## src/rtl/rx_pkg.sv

```systemverilog
// Shared receive-path definitions.
// Holds the default word width and sync pattern, which the decryptor also uses
// so the two bus widths cannot drift apart. Also holds the framer state type
// and a saturating counter helper.
// No ports.

package rx_pkg;

   localparam int          N_DEFAULT    = 24;
   localparam logic [23:0] SYNC_DEFAULT = 24'hB4C3A5;

   typedef enum logic [1:0] {
      HUNT,
      PAYLOAD,
      CHECK
   } rx_state_t;

   // 16-bit increment that sticks at all-ones instead of wrapping
   function automatic logic [15:0] sat_inc16(input logic [15:0] v);
      return (v == 16'hFFFF) ? v : v + 16'd1;
   endfunction

endpackage

```

## src/rtl/rx_word_framer_if.sv

```systemverilog
// Serial-in / word-out bus of the receive framer.
// Signals:
//   bit_in, bit_valid : serial bit stream into the framer
//   word_out, word_valid, word_ready : valid/ready word stream out of the framer
// Modports:
//   master : the framer (consumes bits, produces words)
//   slave  : the environment (produces bits, consumes words)

interface rx_word_framer_if
   import rx_pkg::*;
#(
   parameter int N = N_DEFAULT
) ();

   logic         bit_in;
   logic         bit_valid;
   logic [N-1:0] word_out;
   logic         word_valid;
   logic         word_ready;

   modport master (
      input  bit_in,
      input  bit_valid,
      input  word_ready,
      output word_out,
      output word_valid
   );

   modport slave (
      output bit_in,
      output bit_valid,
      output word_ready,
      input  word_out,
      input  word_valid
   );

endinterface

```

## src/rtl/rx_out_reg.sv

```systemverilog
// Single-entry valid/ready holding register with overflow detection.
// Ports:
//   clk, rst        : clock, asynchronous active-low reset
//   load, data_in   : a new word is offered this cycle
//   ready           : downstream accepts data_out when valid is high
//   data_out, valid : held word and its valid flag
//   overflow        : sticky, set when an offered word had to be dropped
// Also intended for reuse on the decryptor output.

module rx_out_reg
   import rx_pkg::*;
#(
   parameter int N = N_DEFAULT
) (
   input  logic         clk,
   input  logic         rst,
   input  logic         load,
   input  logic [N-1:0] data_in,
   input  logic         ready,
   output logic [N-1:0] data_out,
   output logic         valid,
   output logic         overflow
);

   // A new word replaces the held one only if the slot is free or is being
   // drained in the same cycle; otherwise the newcomer is lost and flagged.
   always_ff @(posedge clk or negedge rst) begin
      if (!rst) begin
         data_out <= '0;
         valid    <= 1'b0;
         overflow <= 1'b0;
      end else if (load) begin
         if (!valid || ready) begin
            data_out <= data_in;
            valid    <= 1'b1;
         end else begin
            overflow <= 1'b1;
         end
      end else if (valid && ready) begin
         valid <= 1'b0;
      end
   end

endmodule

```

## src/rtl/rx_word_framer.sv

```systemverilog
// Receive word framer: hunts for a sync word in the serial stream, then cuts
// the following payload into N-bit words (first bit in MSB) and hands them to
// the decryptor through a one-entry valid/ready register. Lock is kept across
// up to MISS_MAX-1 consecutive bad sync words (flywheel).
// Ports:
//   clk, rst  : clock, asynchronous active-low reset
//   bus       : rx_word_framer_if.master (bit input, word output handshake)
//   locked    : aligned (PAYLOAD or CHECK)
//   frame_ok  : one-cycle pulse per confirmed sync word
//   overflow  : sticky, a payload word was dropped
// Optional build macro RX_FRAMER_STATS_EN adds frame_cnt (frame_ok pulses) and
// loss_cnt (lock losses), both saturating 16-bit counters.

module rx_word_framer
   import rx_pkg::*;
#(
   parameter int         N           = N_DEFAULT,
   parameter logic [N-1:0] SYNC_WORD = N'(SYNC_DEFAULT),
   parameter int         FRAME_WORDS = 4,
   parameter int         MISS_MAX    = 3
) (
   input  logic clk,
   input  logic rst,
   rx_word_framer_if.master bus,
   output logic locked,
   output logic frame_ok,
   output logic overflow
`ifdef RX_FRAMER_STATS_EN
   ,
   output logic [15:0] frame_cnt,
   output logic [15:0] loss_cnt
`endif
);

   localparam int             BW         = $clog2(N);
   localparam logic [BW-1:0]  LAST_BIT   = BW'(N - 1);
   localparam logic [7:0]     LAST_WORD  = 8'(FRAME_WORDS - 1);
   localparam logic [3:0]     MISS_LIMIT = 4'(MISS_MAX);

   rx_state_t     state;
   logic [N-1:0]  sr;
   logic [BW-1:0] bit_cnt;
   logic [7:0]    word_cnt;
   logic [2:0]    miss_cnt;

   logic [N-1:0]  sr_next;
   logic          sync_hit;
   logic          word_done;
   logic          check_done;
   logic          miss_room;

   // Decisions are made on the shift register as it will look after this bit.
   assign sr_next    = {sr[N-2:0], bus.bit_in};
   assign sync_hit   = (sr_next == SYNC_WORD);
   assign word_done  = bus.bit_valid && (state == PAYLOAD) && (bit_cnt == LAST_BIT);
   assign check_done = bus.bit_valid && (state == CHECK) && (bit_cnt == LAST_BIT);
   assign miss_room  = (({1'b0, miss_cnt} + 4'd1) < MISS_LIMIT);

   // Framing FSM. locked is registered alongside the state so it changes on
   // the same edge as the transition. Idle cycles (no bit_valid) freeze it all.
   always_ff @(posedge clk or negedge rst) begin
      if (!rst) begin
         state    <= HUNT;
         sr       <= '0;
         bit_cnt  <= '0;
         word_cnt <= '0;
         miss_cnt <= '0;
         locked   <= 1'b0;
         frame_ok <= 1'b0;
      end else begin
         frame_ok <= 1'b0;
         if (bus.bit_valid) begin
            sr <= sr_next;
            case (state)
               HUNT: begin
                  if (sync_hit) begin
                     state    <= PAYLOAD;
                     bit_cnt  <= '0;
                     word_cnt <= '0;
                     locked   <= 1'b1;
                  end
               end
               PAYLOAD: begin
                  if (bit_cnt == LAST_BIT) begin
                     bit_cnt <= '0;
                     if (word_cnt == LAST_WORD) begin
                        word_cnt <= '0;
                        state    <= CHECK;
                     end else begin
                        word_cnt <= word_cnt + 8'd1;
                     end
                  end else begin
                     bit_cnt <= bit_cnt + BW'(1);
                  end
               end
               CHECK: begin
                  if (check_done) begin
                     bit_cnt <= '0;
                     if (sync_hit) begin
                        miss_cnt <= '0;
                        frame_ok <= 1'b1;
                        state    <= PAYLOAD;
                     end else if (miss_room) begin
                        miss_cnt <= miss_cnt + 3'd1;
                        state    <= PAYLOAD;
                     end else begin
                        // Back to hunting with every counter cleared.
                        miss_cnt <= '0;
                        word_cnt <= '0;
                        locked   <= 1'b0;
                        state    <= HUNT;
                     end
                  end else begin
                     bit_cnt <= bit_cnt + BW'(1);
                  end
               end
               default: begin
                  state  <= HUNT;
                  locked <= 1'b0;
               end
            endcase
         end
      end
   end

   rx_out_reg #(
      .N(N)
   ) u_out_reg (
      .clk      (clk),
      .rst      (rst),
      .load     (word_done),
      .data_in  (sr_next),
      .ready    (bus.word_ready),
      .data_out (bus.word_out),
      .valid    (bus.word_valid),
      .overflow (overflow)
   );

`ifdef RX_FRAMER_STATS_EN
   // Statistics counters, stepped by the same decisions the FSM takes.
   always_ff @(posedge clk or negedge rst) begin
      if (!rst) begin
         frame_cnt <= '0;
         loss_cnt  <= '0;
      end else if (check_done) begin
         if (sync_hit) begin
            frame_cnt <= sat_inc16(frame_cnt);
         end else if (!miss_room) begin
            loss_cnt <= sat_inc16(loss_cnt);
         end
      end
   end
`endif

endmodule

```

## src/flat_wrapper.sv

```systemverilog
// flat-port wrapper written by rule: the top's interface ports become plain ports
module rx_word_framer_flat import rx_pkg::*;
#(
   parameter int         N           = N_DEFAULT,
   parameter logic [N-1:0] SYNC_WORD = N'(SYNC_DEFAULT),
   parameter int         FRAME_WORDS = 4,
   parameter int         MISS_MAX    = 3
)
  (clk, rst, locked, frame_ok, overflow, bus_bit_in, bus_bit_valid, bus_word_ready, bus_word_out, bus_word_valid);
  rx_word_framer_if #(.N(N)) bus_i ();
  input  logic clk;
  input  logic rst;
  output logic locked;
  output logic frame_ok;
  output logic overflow;
  input wire logic [$bits(bus_i.bit_in)-1:0] bus_bit_in;
  input wire logic [$bits(bus_i.bit_valid)-1:0] bus_bit_valid;
  input wire logic [$bits(bus_i.word_ready)-1:0] bus_word_ready;
  output wire logic [$bits(bus_i.word_out)-1:0] bus_word_out;
  output wire logic [$bits(bus_i.word_valid)-1:0] bus_word_valid;
  assign bus_i.bit_in = bus_bit_in;
  assign bus_i.bit_valid = bus_bit_valid;
  assign bus_i.word_ready = bus_word_ready;
  assign bus_word_out = bus_i.word_out;
  assign bus_word_valid = bus_i.word_valid;
  rx_word_framer #(.N(N), .SYNC_WORD(SYNC_WORD), .FRAME_WORDS(FRAME_WORDS), .MISS_MAX(MISS_MAX)) u_core (.clk(clk), .rst(rst), .bus(bus_i), .locked(locked), .frame_ok(frame_ok), .overflow(overflow));
endmodule
```

## config.mk

```make
export PLATFORM = sky130hd
export DESIGN_NAME = rx_word_framer_flat
export DESIGN_NICKNAME = d
export VERILOG_FILES = /design/src/rtl/rx_pkg.sv /design/src/rtl/rx_word_framer_if.sv /design/src/rtl/rx_out_reg.sv /design/src/rtl/rx_word_framer.sv /design/src/flat_wrapper.sv
export SDC_FILE = /design/constraint.sdc
export NUM_CORES = 1
export LEC_CHECK = 0
export ABC_AREA = 1
export CAP_MARGIN = 5
export CORE_ASPECT_RATIO = 2
export CORE_UTILIZATION = 50
export DETAILED_ROUTE_END_ITERATION = 6
export GPL_TIMING_DRIVEN = 1
export PLACE_DENSITY = 0.75
export SYNTH_ARGS = -nofsm -noshare
export SYNTH_HDL_FRONTEND = slang
export SYNTH_HIERARCHICAL = 1
export SYNTH_SLANG_ARGS = --single-unit
```

## constraint.sdc

```tcl
create_clock -name clk -period 1.9 [get_ports clk]
set_input_delay 0.38 -clock clk [delete_from_list [all_inputs] [get_ports clk]]
set_output_delay 0.38 -clock clk [all_outputs]
set_load 0.02 [all_outputs]
```

==> results.yml, run 1 <==
setup_path:
  crit_family: "buffers and inverters"
  cp_data_required_time_ns: 1.52
  worst-path-buf-inv: 1
  crit_fanout: 2
  startpoint_type: "flop"
  arrival_ns: 1.33
  critPathMaxStageDelay_ns: 0.62
  end_kind: "output port"
  crit_chain: "clkdlybuf4s50_1"
  crit_path_top_delay_cell: "clkdlybuf4s50_1"
  crit_type: "reg2out"
floorplanning:
  die_x_um: 60.1
  rows: 42
  core_um2: 6570
  initial_utilization: 0.514
  die_y_um: 118
  num_io_pins: 33
  die_area_um2: 7100
finish:
  design_area_um2: 4150
  fin_cells: 545
  area_growth_pct: 23.0
  n_antenna_cell: 0
  nNetsFinal: 464
  final_util: 0.632
  drive_gt1_frac: 0.123
power_and_ir_drop:
  powerDensity_nw_per_um2: 1070
  finalPower_mw: 4.43
  seqPwrFrac: 0.394
  sw_frac_of_total: 0.306
  p_comb_frac: 0.209
  switchingPower_mw: 1.35
  internal-power_mw: 3.07
  ir_drop_uv: 655
  p_leak_nw: 2.05
  pwr-share-clk: 0.397
drt:
  drt_pass1_iterations: 4
  antenna_left: 0
  dr.first_iter.drc_count: 125
  wl_mm: 6.79
  avgRoutedWirePerCell_um: 12.5
  drc: 0
  vias: 2751
  vias_per_cell: 5.05
sta:
  period_needed_ns: 1.71
  max_freq_mhz: 585
  hold_viol: 0
  worst_slew_pin_slew_ns: 0.443
  drv_slew: 0
  slew_headroom: 0.703
  clock_skew_ns: 0.00524
  setup_viol: 0
  rsz0062_at_grt: "no"
  fin_crit_sh: 0.899
yosys:
  synth.avg_cell_area_um2: 8.25
  synth_nets: 421
  synth_cell_types: 34
  synth_cells: 409
  synth-edff-count: 0
  synthTopCellsByArea: "dfrtp_1, nand2_1, nand3_1"
  ys.flop_type: "dfrtp_1"
  yosysWarnings: 6
  ys_seq_area_frac: 0.512
  yosysMostFrequentCell: "nand2_1"
  ys_async_sr_fraction: 1.00
  netlist_area_um2: 3370
  synth_common_cells: "nand2_1, dfrtp_1, nand3_1"
  synth_top_area_share: 0.512
  ys_seq_elements: 69
  yosysTopAreaCell: "dfrtp_1"
placement:
  io_buffers: 32
  dp.cells: 529
  post_dp_cell_area_um2: 3830
  gp_congestion: 0.889
  dpl.hpwl_mm: 4.87
grt:
  grt_antenna_before_repair: 0
  grt_overflow_total: 0
  grt_pass1_vias: 2700
  grt_pass1_wl_mm: 11.8
  grt_util_all_layers: 0.222
  grt_max_degree: 70
run_status:
  status: "complete, no violations"
cts:
  cts_buffers: 9
  clk_latency_ns: 0.33
  cts_max_path_buffers: 2
  htreeDepth: 3
  clockRootBuffer: "clkbuf_16"
  post-cts-setup-buffers: 0
  cts.sink_count: 69
  cts_tree: "yes"
  clkTransAtPathRegs_ns: 0.05
flow_run:
  max_cap_viol_count: 0
min_path:
  hp-class: "in2async"
[metal layers]
metal | routed length [um] | global-route usage
met5 | 0 | 0
met4 | 216 | 0.116
met3 | 190 | 0.0503
met2 | 3700 | 0.376
met1 | 2680 | 0.248
[flip-flops by register name, summed over array words and instances (netlist names)]
name	cells
u_core/bit_cnt	5
u_core/frame_ok	1
u_core/locked	1
u_core/miss_cnt	3
u_core/sr	23
u_core/state	2
u_core/u_out_reg/data_out	24
u_core/u_out_reg/overflow	1
u_core/u_out_reg/valid	1
u_core/word_cnt	8
[power groups by stage]
stage	clock network [mW]	registers (mW)	logic, mW
finish	1.76	1.75	0.924
global route	1.87	1.76	1.05
CTS	1.79	1.74	0.914
detailed placement	0	1.77	0.910
global placement	0	1.76	0.886
floorplan	0	1.74	0.628
[placed cells by master (no fill, tap or decap), drive strengths merged]
cell type	count
a21oi	3
buf	15
bufinv	2
clkbuf	10
clkdlybuf4s50	31
clkinv	3
clkinvlp	1
dfrtp	69
ha	7
inv	39
nand2	147
nand3	40
nand3b	2
nand4	13
nor2	31
nor3	2
nor3b	1
o2111ai	1
o21ai	33
o21bai	2
o31ai	1
or2	1
xnor2	2
xor2	1
[per-stage QoR]
step / setup TNS [ns] / hold WS, ns / worst slack, ns
after CTS: 0 / 0.0766 / 0.173
after detailed placement: -0.676 / 0.426 / -0.0796
after floorplan: 0 / 0.0844 / 0.239
after global placement: -0.331 / 0.429 / -0.0461
final: 0 / 0.0573 / 0.192
after global routing: 0 / 0.0867 / 0.0385
[cells by family (layout without fill, tap and decap cells)]
kind of cell	after synthesis	in the layout	synth area share
xor gates and xnor gates	3	3	0.00779
and+or+nand+nor	237	237	0.316
DFF	69	69	0.512
adders and majority gates	7	7	0.0260
AOI/OAI and AO/OA	40	40	0.0671
buffers and inverters	53	101	0.0716
[what timing repair did]
item | in CTS | in global routing
endpoints found under the setup margin | 0 | 1
hold buffers | 0 | 0
gates resized for setup | 0 | 1
[area by class of cell]
cell class,instances,area (um2)
inverter,39,146
timing repair buffer,46,433
multi-input combinational,287,1420
sequential,69,1730
fill,562,2420
clock inverter,6,86.3
clock buffer,10,229
tap,88,110
[path summary, 6_finish.rpt]
| path | from | endpoint | slack, ns | depth (start not counted) |
|---|---|---|---|---|
| max in group asynchronous | rst | u_core/sr[17] | 1.55 | 2 |
| min reg2reg | u_core/u_out_reg/data_out[3] | u_core/u_out_reg/data_out[3] | 0.47 | 2 |
| max reg2reg | u_core/word_cnt[0] | u_core/state[0] | 0.20 | 7 |
| min in group clk | u_core/u_out_reg/data_out[3] | u_core/u_out_reg/data_out[3] | 0.47 | 2 |
| min | rst | u_core/u_out_reg/overflow | 0.06 | 2 |
| max | u_core/u_out_reg/valid | bus_word_valid | 0.19 | 1 |
No activity file was read; power rests on OpenSTA's default activity.
==> inputs of run 2 (changes only) <==
--- a/config.mk
+++ b/config.mk
@@ -8,10 +8,12 @@
 export ABC_AREA = 1
 export CAP_MARGIN = 5
 export CORE_ASPECT_RATIO = 2
-export CORE_UTILIZATION = 50
+export CORE_UTILIZATION = 59
+export CTS_BUF_LIST = sky130_fd_sc_hd__clkbuf_4 sky130_fd_sc_hd__clkbuf_8
 export DETAILED_ROUTE_END_ITERATION = 6
+export DONT_BUFFER_PORTS = 1
 export GPL_TIMING_DRIVEN = 1
-export PLACE_DENSITY = 0.75
+export PLACE_DENSITY = 0.79
 export SYNTH_ARGS = -nofsm -noshare
 export SYNTH_HDL_FRONTEND = slang
 export SYNTH_HIERARCHICAL = 1
==> run 2 against run 1 <==
Register-to-register slack worse by 0.06 ns; largest cell class unchanged; final area down 12%; critical endpoint is now u_core/u_out_reg/data_out[1]; largest power group is now registers; die area fell by 15%; worst setup slack got worse by 0.049 ns; clock power shrank 32%; the run now ends with hold timing left.
==> results.yml, run 2 (same netlist as run 1, synthesis figures left out) <==
run_status:
  status: "complete, but fails checks"
  violations: "hold timing"
flow_run:
  max_cap_viol_count: 0
floorplanning:
  die_y_um: 109
  core_um2: 5470
  rows: 38
  die_x_um: 55.5
  initial_utilization: 0.617
  num_io_pins: 33
  die_area_um2: 6040
power_and_ir_drop:
  powerDensity_nw_per_um2: 1040
  p_leak_nw: 1.86
  ir_drop_uv: 1010
setup_path:
  critPathMaxStageDelay_ns: 0.40
  crit_type: "reg2reg"
  end_kind: "flop"
  cp_data_required_time_ns: 2.13
  r2r-end: "u_core/u_out_reg/data_out[1]"
  r2r_slack_ns: 0.14
  crit_end: "u_core/u_out_reg/data_out[1]"
  r2r_start: "u_core/state[1]"
  crit_fanout: 26
  crit_chain: "inv_1 > ha_1 > inv_1 > nor3_4 > buf_12 > nand2_8 > nand2_1 > nand2_1"
  startpoint_type: "flop"
  reg2reg_depth: 8
  cp-startpoint: "u_core/state[1]"
  crit_path_top_delay_cell: "dfrtp_1"
  arrival_ns: 1.99
finish:
  area_growth_pct: 7.83
  fill_cells: 450
  registers.top_by_ff_count: "u_core/u_out_reg/data_out"
  final_util: 0.665
  largestRegisters: "u_core/u_out_reg/data_out: 24 flops, u_core/sr: 23 flops, u_core/word_cnt: 8 flops"
  final_common_cell: "nand2_1"
  fin_cells: 477
  drive_gt1_frac: 0.115
  nNetsFinal: 425
  n_antenna_cell: 0
  largest_reg_flops: 24
  design_area_um2: 3640
  layout_common_cells: "nand2_1, dfrtp_1, nand3_1"
placement:
  dp.cells: 462
  dpl.hpwl_mm: 4.53
  gp_congestion: 0.905
  post_dp_cell_area_um2: 3420
  post-place-ws_ns: 0.0497
  io_buffers: 0
sta:
  setup_tns_ns: 0
  fin_crit_sh: 0.925
  drv_slew: 0
  hold_viol: 69
  slew_headroom: 0.750
  setup_ws_ns: 0.143
  rsz0062_at_grt: "no"
  setup_viol: 0
  period_needed_ns: 1.76
  whs_ns: -0.273
  worst_slew_pin_slew_ns: 0.374
  max_freq_mhz: 569
  clock_skew_ns: 0.00734
grt:
  grt_max_degree: 70
  grt_overflow_total: 0
  grt_pass1_vias: 2624
  grt_antenna_before_repair: 0
  grt_util_all_layers: 0.239
  grt_pass1_wl_mm: 11.2
drt:
  wl_mm: 6.42
  drc: 0
  drt_pass1_iterations: 5
  vias_per_cell: 5.47
  vias: 2611
  dr.first_iter.drc_count: 112
  avgRoutedWirePerCell_um: 13.5
  antenna_left: 0
cts:
  clk_latency_ns: 0.34
  cts_max_path_buffers: 2
  post-cts-setup-buffers: 0
  htreeDepth: 3
  cts.sink_count: 69
  clockRootBuffer: "clkbuf_8"
  cts_buffers: 9
  clkTransAtPathRegs_ns: 0.07
  cts_tree: "yes"
min_path:
  hp-class: "in2async"
run 2: final cells by class:
cell class	count	area [um2]	area share
Timing Repair Buffer	7	65.1	0.0179
Multi-Input combinational cell	287	1430	0.392
Inverter	39	146	0.0402
Clock inverter	4	47.5	0.0131
Tap cell	60	75.1	0.0206
Clock buffer	11	151	0.0416
Sequential cell	69	1730	0.475
run 2: repair_timing:
action                                  4_1_cts  5_1_grt
resized for setup                             0        2
endpoints found under the hold margin        69       69
endpoints found under the setup margin        0       24
run 2: where the power goes:
group	switching [mW]	internal, mW
Combinational	0.549	0.277
Sequential	0.144	1.61
Clock	0.524	0.665
Total	1.22	2.55
run 2: metal layers:
metal	share of wire	vias up	global-route usage
li1	-	1314	-
met1	0.40	1239	0.250
met2	0.55	49	0.435
met3	0.026	9	0.0581
met4	0.016	0	0.129
met5	0	-	0
run 2: worst max-delay path, delay by kind of cell (launching register included):
family,cells,cell delay [ns]
adders and majority gates,1,0.20
buffers and inverters,3,0.47
DFF,1,0.40
and+or+nand+nor,4,0.56
run 2: worst min path at each step:
stage               start                            end  slack (ns)
floorplan             rst              u_core/bit_cnt[0]        0.08
global placement      rst  u_core/u_out_reg/data_out[11]        0.09
detailed placement    rst      u_core/u_out_reg/overflow        0.09
CTS                   rst              u_core/bit_cnt[1]       -0.29
global route          rst  u_core/u_out_reg/data_out[14]       -0.30
finish                rst  u_core/u_out_reg/data_out[11]       -0.27
run 2: stage by stage:
| stage | power [mW] | hold slack, ns |
|---|---|---|
| final | 3.77 | -0.273 |
| after global routing | 3.98 | -0.298 |
| after CTS | 3.79 | -0.290 |
| after detailed placement | 2.59 | 0.0857 |
| after global placement | 2.57 | 0.0855 |
| after floorplan | 2.37 | 0.0844 |
